`src/rtl/selector_pkg.sv`:
```
// Shared encodings for the registered channel selector and its scan pointer.
package selector_pkg;

  typedef enum logic [1:0] {
    ST_IDLE   = 2'd0,
    ST_MANUAL = 2'd1,
    ST_SCAN   = 2'd2
  } state_e;

  localparam logic MODE_MANUAL = 1'b0;
  localparam logic MODE_SCAN   = 1'b1;

endpackage

```
`src/rtl/scan_ptr_gen.sv`:
```
// Scan pointer: holds each channel for DWELL steps, freezes when step is low,
// and remembers that the last step wrapped so the pulse can ride with channel 0's data.
module scan_ptr_gen #(
  parameter int  NCH   = 4,
  parameter int  DWELL = 4,
  localparam int SELW  = $clog2(NCH),
  localparam int DCW   = $clog2(DWELL + 1)
) (
  input  logic            clk,
  input  logic            rst,
  input  logic            step,
  input  logic            restart,
  output logic [SELW-1:0] cur_ptr,
  output logic            wrap_pend
);

  localparam logic [SELW-1:0] LAST_PTR   = SELW'(NCH - 1);
  localparam logic [DCW-1:0]  LAST_DWELL = DCW'(DWELL - 1);

  logic [SELW-1:0] ptr_q, ptr_d;
  logic [DCW-1:0]  dwell_q, dwell_d, cur_dwell;
  logic            wrap_q, wrap_d;

  // A restart consumes (0,0) in the same cycle, so the pointer is overridden here.
  assign cur_ptr   = restart ? '0 : ptr_q;
  assign cur_dwell = restart ? '0 : dwell_q;
  assign wrap_pend = wrap_q & ~restart;

  always_comb begin
    ptr_d   = ptr_q;
    dwell_d = dwell_q;
    wrap_d  = wrap_q;
    if (step) begin
      wrap_d = 1'b0;
      ptr_d  = cur_ptr;
      if (cur_dwell == LAST_DWELL) begin
        dwell_d = '0;
        if (cur_ptr == LAST_PTR) begin
          ptr_d  = '0;
          wrap_d = 1'b1;
        end else begin
          ptr_d = cur_ptr + SELW'(1);
        end
      end else begin
        dwell_d = cur_dwell + DCW'(1);
      end
    end
  end

  always_ff @(posedge clk) begin
    if (rst) begin
      ptr_q   <= '0;
      dwell_q <= '0;
      wrap_q  <= 1'b0;
    end else begin
      ptr_q   <= ptr_d;
      dwell_q <= dwell_d;
      wrap_q  <= wrap_d;
    end
  end

endmodule

```
`src/rtl/selector_scan.sv`:
```
// N-channel registered selector with manual select and dwell-based auto scan.
// Every output is registered; the mode decided at an edge selects what that edge loads.
module selector_scan
  import selector_pkg::*;
#(
  parameter int  NCH   = 4,
  parameter int  DW    = 1,
  parameter int  DWELL = 4,
  localparam int SELW  = $clog2(NCH)
) (
  input  logic              clk,
  input  logic              rst,
  input  logic [NCH*DW-1:0] din,
  input  logic [SELW-1:0]   sel,
  input  logic              en_n,
  input  logic              mode,
  output logic [DW-1:0]     dout,
  output logic [SELW-1:0]   dout_ch,
  output logic              dout_vld,
  output logic              scan_wrap
);

  state_e          state_q, state_d;
  logic            mode_q;
  logic            scan_step, scan_restart, scan_wrap_pend;
  logic [SELW-1:0] scan_ptr;

  logic [DW-1:0]   dout_q, dout_d;
  logic [SELW-1:0] dout_ch_q, dout_ch_d;
  logic            dout_vld_q, dout_vld_d;
  logic            scan_wrap_q, scan_wrap_d;

  always_ff @(posedge clk) begin
    if (rst) begin
      state_q <= ST_IDLE;
      mode_q  <= MODE_MANUAL;
    end else begin
      state_q <= state_d;
      mode_q  <= mode;
    end
  end

  always_comb begin
    state_d = ST_IDLE;
    if (!en_n) state_d = (mode == MODE_SCAN) ? ST_SCAN : ST_MANUAL;
  end

  // Only a fresh manual->scan edge restarts; re-enabling from idle in scan mode resumes.
  assign scan_step    = (state_d == ST_SCAN);
  assign scan_restart = scan_step && (state_q != ST_SCAN) && (mode_q == MODE_MANUAL);

  scan_ptr_gen #(
    .NCH   (NCH),
    .DWELL (DWELL)
  ) u_ptr (
    .clk       (clk),
    .rst       (rst),
    .step      (scan_step),
    .restart   (scan_restart),
    .cur_ptr   (scan_ptr),
    .wrap_pend (scan_wrap_pend)
  );

  always_comb begin
    dout_d      = '0;
    dout_ch_d   = dout_ch_q;
    dout_vld_d  = 1'b0;
    scan_wrap_d = 1'b0;
    case (state_d)
      ST_MANUAL: begin
        dout_ch_d = sel;
        if (32'(sel) < NCH) begin
          dout_d     = din[sel*DW +: DW];
          dout_vld_d = 1'b1;
        end
      end
      ST_SCAN: begin
        dout_ch_d   = scan_ptr;
        dout_d      = din[scan_ptr*DW +: DW];
        dout_vld_d  = 1'b1;
        scan_wrap_d = scan_wrap_pend;
      end
      default: ;
    endcase
  end

  always_ff @(posedge clk) begin
    if (rst) begin
      dout_q      <= '0;
      dout_ch_q   <= '0;
      dout_vld_q  <= 1'b0;
      scan_wrap_q <= 1'b0;
    end else begin
      dout_q      <= dout_d;
      dout_ch_q   <= dout_ch_d;
      dout_vld_q  <= dout_vld_d;
      scan_wrap_q <= scan_wrap_d;
    end
  end

  assign dout      = dout_q;
  assign dout_ch   = dout_ch_q;
  assign dout_vld  = dout_vld_q;
  assign scan_wrap = scan_wrap_q;

endmodule

```
`config.mk`:
```
export PLATFORM = sky130hd
export DESIGN_NAME = selector_scan
export DESIGN_NICKNAME = d
export VERILOG_FILES = /design/src/rtl/selector_pkg.sv /design/src/rtl/scan_ptr_gen.sv /design/src/rtl/selector_scan.sv
export SDC_FILE = /design/constraint.sdc
export NUM_CORES = 1
export LEC_CHECK = 0
export CAP_MARGIN = 40
export CORE_MARGIN = 2
export CORE_UTILIZATION = 35
export CTS_BUF_LIST = sky130_fd_sc_hd__clkbuf_16
export DETAILED_ROUTE_END_ITERATION = 7
export RECOVER_POWER = 100
export SYNTH_ARGS = -nofsm -noshare
export SYNTH_HDL_FRONTEND = slang
export SYNTH_SLANG_ARGS = --single-unit
```
`constraint.sdc`:
```
create_clock -name clk -period 3.1 [get_ports clk]
set_clock_uncertainty 0.05 [all_clocks]
set_input_delay 0.31 -clock clk [delete_from_list [all_inputs] [get_ports clk]]
set_output_delay 0.31 -clock clk [all_outputs]
set_load 0.01 [all_outputs]
```
==> metrics, run 1 <==
largest family of logic cells by synthesized area=simple AND/OR/NAND/NOR gates; Core Rows=15; total wire length=1260 um; post-CTS sizing=0; Setup Buffers After CTS=0; final hold vios=0; Clock power frac=0.501; layout cells sized above 1=0.0714; Synth top area share=0.444; first-pass GRT wire length=just over 2000 um; Worst R2R Path Depth=7; CTS tree=yes; multiplexer share of the synthesized area=0.0496; Seq/Total Area, Yosys=0.444; EDFF count, synth=0; CTS Root Cell=clkbuf_16; Syn Area/Cell=about 9.0 sq um; Commonest cells post-synth=14 x dfxtp_1, 7 x nand2_1, 6 x a21oi_1; Area contributors post-synth=dfxtp_1 44%, a21oi_1 4.8%, nand2_1 4.2%; P per Cell Area=553 mW/mm^2; CP required=~3.2 ns; Seq cells post-synth=14; number of hold buffers added after cts=0; clk slew on worst S/H paths=0.04 ns; gr usage total=0.141; outcome=finished clean; maxcap violations=0; DP HPWL=949 um; r2r startpoint=state_q[0]; worst-case clock buffer depth=2; DIE WIDTH=46.4 um; post-synth top area cell=dfxtp_1; area post-placement=779 sq um; worst hold path cell count=2; Final setup viols=0; net switching power=between 90 and 100 uW; CP Class=input pin to flip-flop; sequential power share=0.404; ANT nets after route=0; Slew @ Worst Pin=0.487 ns; gpl congestion=0.735; crit path launch=en_n; final instance area=847 sq um; Switching Share=0.193; H-tree level count=1; Fmax=0.413 GHz; CTS Buf Count=3; Combinational Power Share=0.095; Ys Warns=0; max-slew violations=0; Ports=15; diodes inserted=0; drt pass-1 iters=3; largest net degree at the start of global routing=12; CTS sink count=14; PortBufs=14; Worst Hold Launch=u_ptr.dwell_q[1]; Filler cells=176; DRT iter0 DRCs=7; Rel. slew slack=0.673; highest ir drop seen on vdd=~0.21 mV; Layout area overhead=34.3%; most frequent cell after synthesis=dfxtp_1; LEAKAGE=0.000342 uW; per-cell routed wire length=~12 um; Starting Density=0.369; min-delay worst type=flip-flop to flip-flop; Post-Syn Area=631 sq um; worst skew pair latency=0.24 ns; vias in the first global route=470; worst-path maximum fanout=9; XOR/XNOR share of the synthesized area=0.0139; worst reg-to-reg setup slack=roughly 1.2 ns; M3 GR Usage=0.0392; initial antenna violation count=0; Setup crit start kind=input pin; grt met1 use=0.169; GR Overflow Total=0; gr busiest metal=met2; Placeable Area=0.00171 sq mm; r2r endpoint=u_ptr.ptr_q[0]; RSZ-0062 raised after global routing=false; internal power=378 uW; Post-Synth Simple-Gate Area=0.292; Syn Inst Count=70; die area=between 0.002 and 0.0025 sq mm; period utilization=0.782; met2 GRT Util=0.203; DR vias/cell=4.84; total power=469 uW; post-synth cell types=26; fin nets=98; Synth Area in Compound Gates=0.119; die height=46.4 um; Data arrival, critical path=2.49 ns; sink of the worst hold path=u_ptr.dwell_q[1]; Most used DFF post-synth=dfxtp_1; number of remaining DRC errors=0; CP endpoint kind=flip-flop; post-synthesis net count=82; ys async rst share=0; Final min period=2.42 ns; aggregate negative setup slack=0 ns; adder-cell share of the synthesized area=0.0397; via count=528
[cell type report]
| class | count | area (sq um) | share of cell area |
|---|---|---|---|
| clock buffer | 3 | 75.1 | 0.0886 |
| timing repair buffer | 14 | 140 | 0.165 |
| sequential | 14 | 280 | 0.331 |
| inverter | 1 | 3.75 | 0.00443 |
| tap | 25 | 31.3 | 0.0369 |
| multi-input combinational | 52 | 317 | 0.374 |
[flip-flops by register name (all words and copies together), names as in the netlist]
| signal | flops |
|---|---|
| u_ptr.dwell_q | 3 |
| dout_ch | 2 |
| state_q | 2 |
| u_ptr.ptr_q | 2 |
| dout | 1 |
| dout_vld | 1 |
| mode_q | 1 |
| scan_wrap | 1 |
| u_ptr.wrap_q | 1 |
[through the flow]
step	instances	hold slack [ns]	util	worst slack, ns
after floorplan	70	0.337	-	1.35
after global placement	106	0.408	0.456	0.636
after detailed placement	106	0.398	0.456	0.587
after CTS	109	0.405	0.500	0.832
after global routing	109	0.442	0.496	0.557
final	109	0.398	0.496	0.677
[how the worst max path moves through the flow]
stage                endpoint  slack, ns  cells after the start
6_report       u_ptr.ptr_q[0]       0.68                      8
5_1_grt        u_ptr.ptr_q[0]       0.56                      8
2_1_floorplan  u_ptr.ptr_q[0]       1.35                      8
4_1_cts        u_ptr.ptr_q[0]       0.83                      8
3_3_place_gp   u_ptr.ptr_q[0]       0.64                      8
3_5_place_dp   u_ptr.ptr_q[0]       0.59                      8
[logic make-up after synthesis]
family / after synthesis
compound gates: 13
xor+xnor: 1
fa+ha+maj: 2
buf+inv: 4
flops: 14
mux: 3
simple gates: 33
[critical path, stage by stage]
cell           delay (ns)
dlygate4sd3_1        0.64
nand2b_1             0.32
or3_1                0.47
and2_0               0.20
ha_1                 0.25
nand3_1              0.10
xor2_1               0.15
nor2_1               0.05
[cells in the final DEF (no fill, tap or decap)]
| cell type | n |
|---|---|
| a211oi_1 | 2 |
| a21oi_1 | 6 |
| and2_0 | 3 |
| and2_1 | 1 |
| and2_4 | 1 |
| and2b_1 | 1 |
| and3_2 | 1 |
| clkbuf_16 | 3 |
| clkdlybuf4s50_1 | 7 |
| dfxtp_1 | 14 |
| dlygate4sd3_1 | 7 |
| ha_1 | 2 |
| inv_1 | 1 |
| mux2_2 | 1 |
| mux2i_1 | 2 |
| nand2_1 | 7 |
| nand2b_1 | 2 |
| nand3_1 | 2 |
| nand4_1 | 2 |
| nor2_1 | 4 |
| nor2b_1 | 4 |
| nor3_1 | 4 |
| o21ai_0 | 2 |
| o22ai_1 | 2 |
| o31ai_1 | 1 |
| or3_1 | 1 |
| xor2_1 | 1 |
[layer usage]
layer  vias up  wire [um]
li1        276          -
met4         0         46
met2        12        554
met3         5         42
met1       235        615
met5         -          0
[power by group through the flow]
stage | registers (uW) | clock network, uW | logic (uW)
finish | 189 | 235 | 44.3
global route | 190 | 253 | 48.7
CTS | 189 | 243 | 47.2
detailed placement | 193 | 0 | 46.8
global placement | 192 | 0 | 46.7
floorplan | 194 | 0 | 24.3
No activity file was read; power rests on OpenSTA's default activity.
==> run 2, diff against run 1 <==
Clock period 3.1 ns to 2.5 ns, I/O delays scaled along.
==> run 2 against run 1 <==
Effect of this change: sequential share of layout area fell by 0.53 points; final cell count rose by 1.8%; core utilization rose by 0.81 points; critical path type unchanged; largest cell class unchanged.
==> metrics, run 2 (synthesized netlist as in run 1, its figures left out) <==
PortBufs=14 (unchanged); total wire length=1260 um (-0.24%); CP endpoint kind=flip-flop; CP max stage cell=dlygate4sd3_1; Final min period=2.19 ns; number of hold buffers added after cts=0 (unchanged); H-tree level count=1 (unchanged); CTS Root Cell=clkbuf_16; largest net degree at the start of global routing=12 (unchanged); Ports=15 (unchanged); die height=46.4 um (unchanged); Placeable Area=0.00171 sq mm (unchanged); highest ir drop seen on vdd=0.311 mV (+50%); layout cells sized above 1=0.0814 (+0.00997); drt pass-1 iters=4 (+1); maxcap violations=0 (unchanged); WP depth=8 (unchanged); RSZ-0062 raised after global routing=false; number of remaining DRC errors=0 (unchanged); Data arrival, critical path=2.31 ns (-0.18 ns); min-delay worst type=flip-flop to flip-flop; per-cell routed wire length=11.3 um (-2.0%); GR Overflow Total=0 (unchanged); delay-heaviest family, CP=simple AND/OR/NAND/NOR gates; via count=534 (+1.1%); worst-path maximum fanout=7 (-2); CTS Buf Count=3 (unchanged); Fmax=0.456 GHz; FF+latch area=280 sq um (unchanged); Reg with most FFs=u_ptr.dwell_q; Setup crit start kind=input pin; Filler cells=156 (-11%); Layout area overhead=36.5%; max-slew violations=0 (unchanged); initial antenna violation count=0 (unchanged); first-pass GRT wire length=1960 um (-3.1%); P per Cell Area=675 mW/mm^2 (+22%); gpl congestion=0.751 (+2.2%); Finished Layout Cells=111 (+1.8%); most frequent cells in the layout=14 x dfxtp_1, 7 x nand2_1, 7 x clkdlybuf4s50_1, 7 x dlygate4sd3_1, 6 x a21oi_1; Starting Density=0.369 (unchanged); gr usage total=0.133 (-0.00834); Worst Hold Slack=0.395 ns (-0.00294 ns); period utilization=0.877; Bufs and invs on worst path=1 (unchanged); cell chain of the critical path=dlygate4sd3_1, nand2b_1, or3_1, and2_0, ha_1, a21oi_1, o21ai_0, a21oi_1; Setup Buffers After CTS=0 (unchanged); aggregate negative setup slack=0 ns (unchanged); worst hold path cell count=2 (unchanged); DP HPWL=933 um (-1.7%); CP Class=input pin to flip-flop; vias in the first global route=484 (+3.0%); Worst R2R Path Depth=7 (unchanged); fin nets=100 (+2.0%); DR vias/cell=4.81 (-0.69%); worst-case clock buffer depth=2 (unchanged); Final setup viols=0 (unchanged); Slew @ Worst Pin=0.500 ns (+0.0139 ns); final hold vios=0 (unchanged); post-CTS sizing=0 (unchanged); CP required=2.62 ns (-0.54 ns); worst skew pair latency=0.24 ns (about the same); most common library cell in the layout ignoring fill and taps=dfxtp_1; CTS sink count=14 (unchanged); placed insts=108 (+1.9%); total power=581 uW (+24%); max FFs per register=3 (unchanged); LEAKAGE=0.000350 uW (+2.5%); CTS tree=yes; CP max stage delay=0.66 ns (+0.02 ns); DRT iter0 DRCs=12 (+5); diodes inserted=0 (unchanged); DIE WIDTH=46.4 um (unchanged); Rel. slew slack=0.663 (-0.00932); outcome=finished clean; ANT nets after route=0 (unchanged); clk slew on worst S/H paths=0.04 ns (about the same); area of the multi-input gates=319 sq um (+0.79%); die area=0.00216 sq mm (unchanged); CP most frequent cell=a21oi_1; Core Rows=15 (unchanged)
==> run 2: metal layers <==
layer  global-route usage  wire length, um  part of all wire  vias up
met2                0.211              628              0.50       12
met4               0.0914               19             0.015        0
met3               0.0353               32             0.025        3
li1                     -                -                 -      275
met1                0.152              576              0.46      244
met5                    0                0                 0        -
==> run 2: final timing paths <==
path,startpoint,slack [ns],endpoint
max,mode,0.31,u_ptr.ptr_q[1]
min,u_ptr.dwell_q[1],0.40,u_ptr.dwell_q[1]
max reg2reg,state_q[0],0.58,u_ptr.ptr_q[1]
min reg2reg,u_ptr.dwell_q[1],0.40,u_ptr.dwell_q[1]
==> run 2: power breakdown <==
part | leakage (uW) | total, uW | internal (uW) | switching, uW
Clock | 0.0000370 | 289 | 208 | 80.8
Sequential | 0.000114 | 235 | 232 | 2.83
Combinational | 0.000199 | 57.8 | 30.2 | 27.5
==> run 2: tightest hold or removal path, stage by stage (launching register included) <==
cell and delay, ns:
dfxtp_1 0.30, nand2_1 0.05, a21oi_1 0.05
==> run 2: through the flow <==
| step | util | area [sq um] | worst slack (ns) |
|---|---|---|---|
| 2_1_floorplan | - | 631 | 0.809 |
| 3_3_place_gp | 0.465 | 795 | 0.317 |
| 5_1_grt | 0.504 | 861 | 0.183 |
| 4_1_cts | 0.509 | 870 | 0.481 |
| 3_5_place_dp | 0.465 | 795 | 0.275 |
| 6_report | 0.504 | 861 | 0.307 |
==> run 2: cell type report <==
cell class,instances,area share
repair buffers,16,0.176
clock buffers,3,0.0872
multi-input cells,52,0.371
well taps,25,0.0363
flip-flops and latches,14,0.326
inverters,1,0.00436
==> run 3, diff against run 2 <==
Settings changed: CELL_PAD_IN_SITES_DETAIL_PLACEMENT from default to 1, CELL_PAD_IN_SITES_GLOBAL_PLACEMENT from default to 2, CORE_UTILIZATION 35 to 27, PLACE_DENSITY_LB_ADDON from default to 0.1.
==> run 3 against run 2 <==
Effect of this change: core utilization shrank 11 points; non-clock buffer count grew 1; total power grew 1.5%; via count grew 3.9%; sequential power is essentially flat; global-route usage shrank 0.77 points; sequential share of layout area shrank 0.56 points.
==> metrics, run 3 (synthesized netlist as in run 1, its figures left out) <==
gr usage total=0.125 (-0.00766); Slew @ Worst Pin=0.477 ns (-0.0231 ns); CP most frequent cell=a21oi_1; GR Overflow Total=0 (unchanged); most frequent cells in the layout=14 x dfxtp_1, 7 x nand2_1, 7 x clkdlybuf4s50_1, 7 x dlygate4sd3_1, 6 x a21oi_1; Core Rows=17 (+2); diodes inserted=0 (unchanged); H-tree level count=1 (unchanged); DIE WIDTH=52.3 um (+13%); number of remaining DRC errors=0 (unchanged); CP Class=input pin to flip-flop; CTS Root Cell=clkbuf_16; PortBufs=14 (unchanged); Layout area overhead=38.9%; Starting Density=0.285 (-0.0842); area post-placement=806 sq um (+1.4%); Placeable Area=0.00221 sq mm (+30%); delay-heaviest family, CP=simple AND/OR/NAND/NOR gates; highest ir drop seen on vdd=0.357 mV (+15%); CP max stage delay=0.66 ns (about the same); Bufs and invs on worst path=1 (unchanged); Ports=15 (unchanged); Worst R2R Path Depth=7 (unchanged); area of the multi-input gates=319 sq um (unchanged); max-slew violations=0 (unchanged); final instance area=876 sq um (+1.7%); LEAKAGE=0.000358 uW (+2.1%); layout cells sized above 1=0.102 (+0.0209); aggregate negative setup slack=0 ns (unchanged); CP required=2.62 ns (about the same); Final setup viols=0 (unchanged); Fmax=0.462 GHz (+1.2%); largest net degree at the start of global routing=12 (unchanged); r2r startpoint=state_q[0]; die area=0.00274 sq mm (+27%); final hold vios=0 (unchanged); CTS sink count=14 (unchanged); drt pass-1 iters=2 (-2); Worst Hold Launch=u_ptr.wrap_q; outcome=finished clean; clk slew on worst S/H paths=0.04 ns (about the same); fin nets=101 (+1.0%); number of hold buffers added after cts=0 (unchanged); FF+latch area=280 sq um (unchanged); DP HPWL=1140 um (+22%); sink of the worst hold path=u_ptr.wrap_q; maxcap violations=0 (unchanged); period utilization=0.867 (-0.0104); CTS Buf Count=3 (unchanged); CP endpoint kind=flip-flop; first-pass GRT wire length=2340 um (+19%); post-CTS sizing=0 (unchanged); DRT iter0 DRCs=1 (-11); Final min period=2.17 ns (-0.0260 ns); Worst Hold Slack=0.398 ns (+0.00236 ns); Setup crit start kind=input pin; Setup Buffers After CTS=0 (unchanged); P per Cell Area=674 mW/mm^2 (-0.23%); initial antenna violation count=0 (unchanged); CP max stage cell=dlygate4sd3_1; via count=555 (+3.9%); Filler cells=266 (+71%); worst-case clock buffer depth=2 (unchanged); CTS tree=yes; Data arrival, critical path=2.28 ns (-0.03 ns); worst reg-to-reg setup slack=0.57 ns (about the same); cell chain of the critical path=dlygate4sd3_1, nand2b_1, or3_1, and2_1, ha_1, a21oi_1, o21ai_0, a21oi_1; max FFs per register=3 (unchanged); per-cell routed wire length=12.6 um (+11%); Reg with most FFs=u_ptr.dwell_q; Rel. slew slack=0.679 (+0.0155); total power=590 uW (+1.5%); worst-path maximum fanout=7 (unchanged); min-delay worst type=flip-flop to flip-flop; vias in the first global route=517 (+6.8%); ANT nets after route=0 (unchanged); RSZ-0062 raised after global routing=false; worst hold path cell count=2 (unchanged); DR vias/cell=4.78 (-0.55%); die height=52.3 um (+13%); worst skew pair latency=0.24 ns (about the same); r2r endpoint=u_ptr.ptr_q[1]; gpl congestion=0.705 (-6.1%); total wire length=1460 um (+16%); most common library cell in the layout ignoring fill and taps=dfxtp_1
## run 3: cell count changes in the layout (fill, tap and decap cells not counted), sizes merged
cell	delta
buf	+1
clkinv	+1
## run 3: area by class of cell
type | count | share of cell area
clock buffer | 3 | 0.0857
multi-input combinational | 52 | 0.364
clock inverter | 1 | 0.00429
inverter | 1 | 0.00429
timing repair buffer | 17 | 0.181
tap | 28 | 0.0400
sequential | 14 | 0.320
## run 3: power breakdown
group | switching, uW | internal, uW
Clock | 84.6 | 211
Combinational | 28.3 | 31.6
Sequential | 3.14 | 232
## run 3: through the flow
| step | std cells | util | setup slack (ns) |
|---|---|---|---|
| 2_1_floorplan | 70 | - | 0.809 |
| 3_3_place_gp | 112 | 0.364 | 0.300 |
| 3_5_place_dp | 112 | 0.364 | 0.247 |
| 4_1_cts | 116 | 0.400 | 0.487 |
| 5_1_grt | 116 | 0.396 | 0.190 |
| 6_report | 116 | 0.396 | 0.333 |
## run 3: worst min-delay path, delay by kind of cell (launching register included)
family          cells  cell delay [ns]
compound gates      1             0.05
simple gates        1             0.05
flops               1             0.30
## run 3: worst max path at each step
stage,from,end,slack (ns),depth (start not counted)
2_1_floorplan,en_n,u_ptr.ptr_q[0],0.81,8
3_3_place_gp,mode,u_ptr.ptr_q[0],0.30,8
3_5_place_dp,mode,u_ptr.ptr_q[1],0.25,8
4_1_cts,mode,u_ptr.ptr_q[1],0.49,8
5_1_grt,mode,u_ptr.ptr_q[1],0.19,8
6_report,mode,u_ptr.ptr_q[1],0.33,8
## run 3: layer usage
| layer | routed length [um] | GRT usage |
|---|---|---|
| met5 | 0 | 0 |
| met4 | 27 | 0.0641 |
| met3 | 64 | 0.0543 |
| met2 | 687 | 0.185 |
| met1 | 677 | 0.151 |
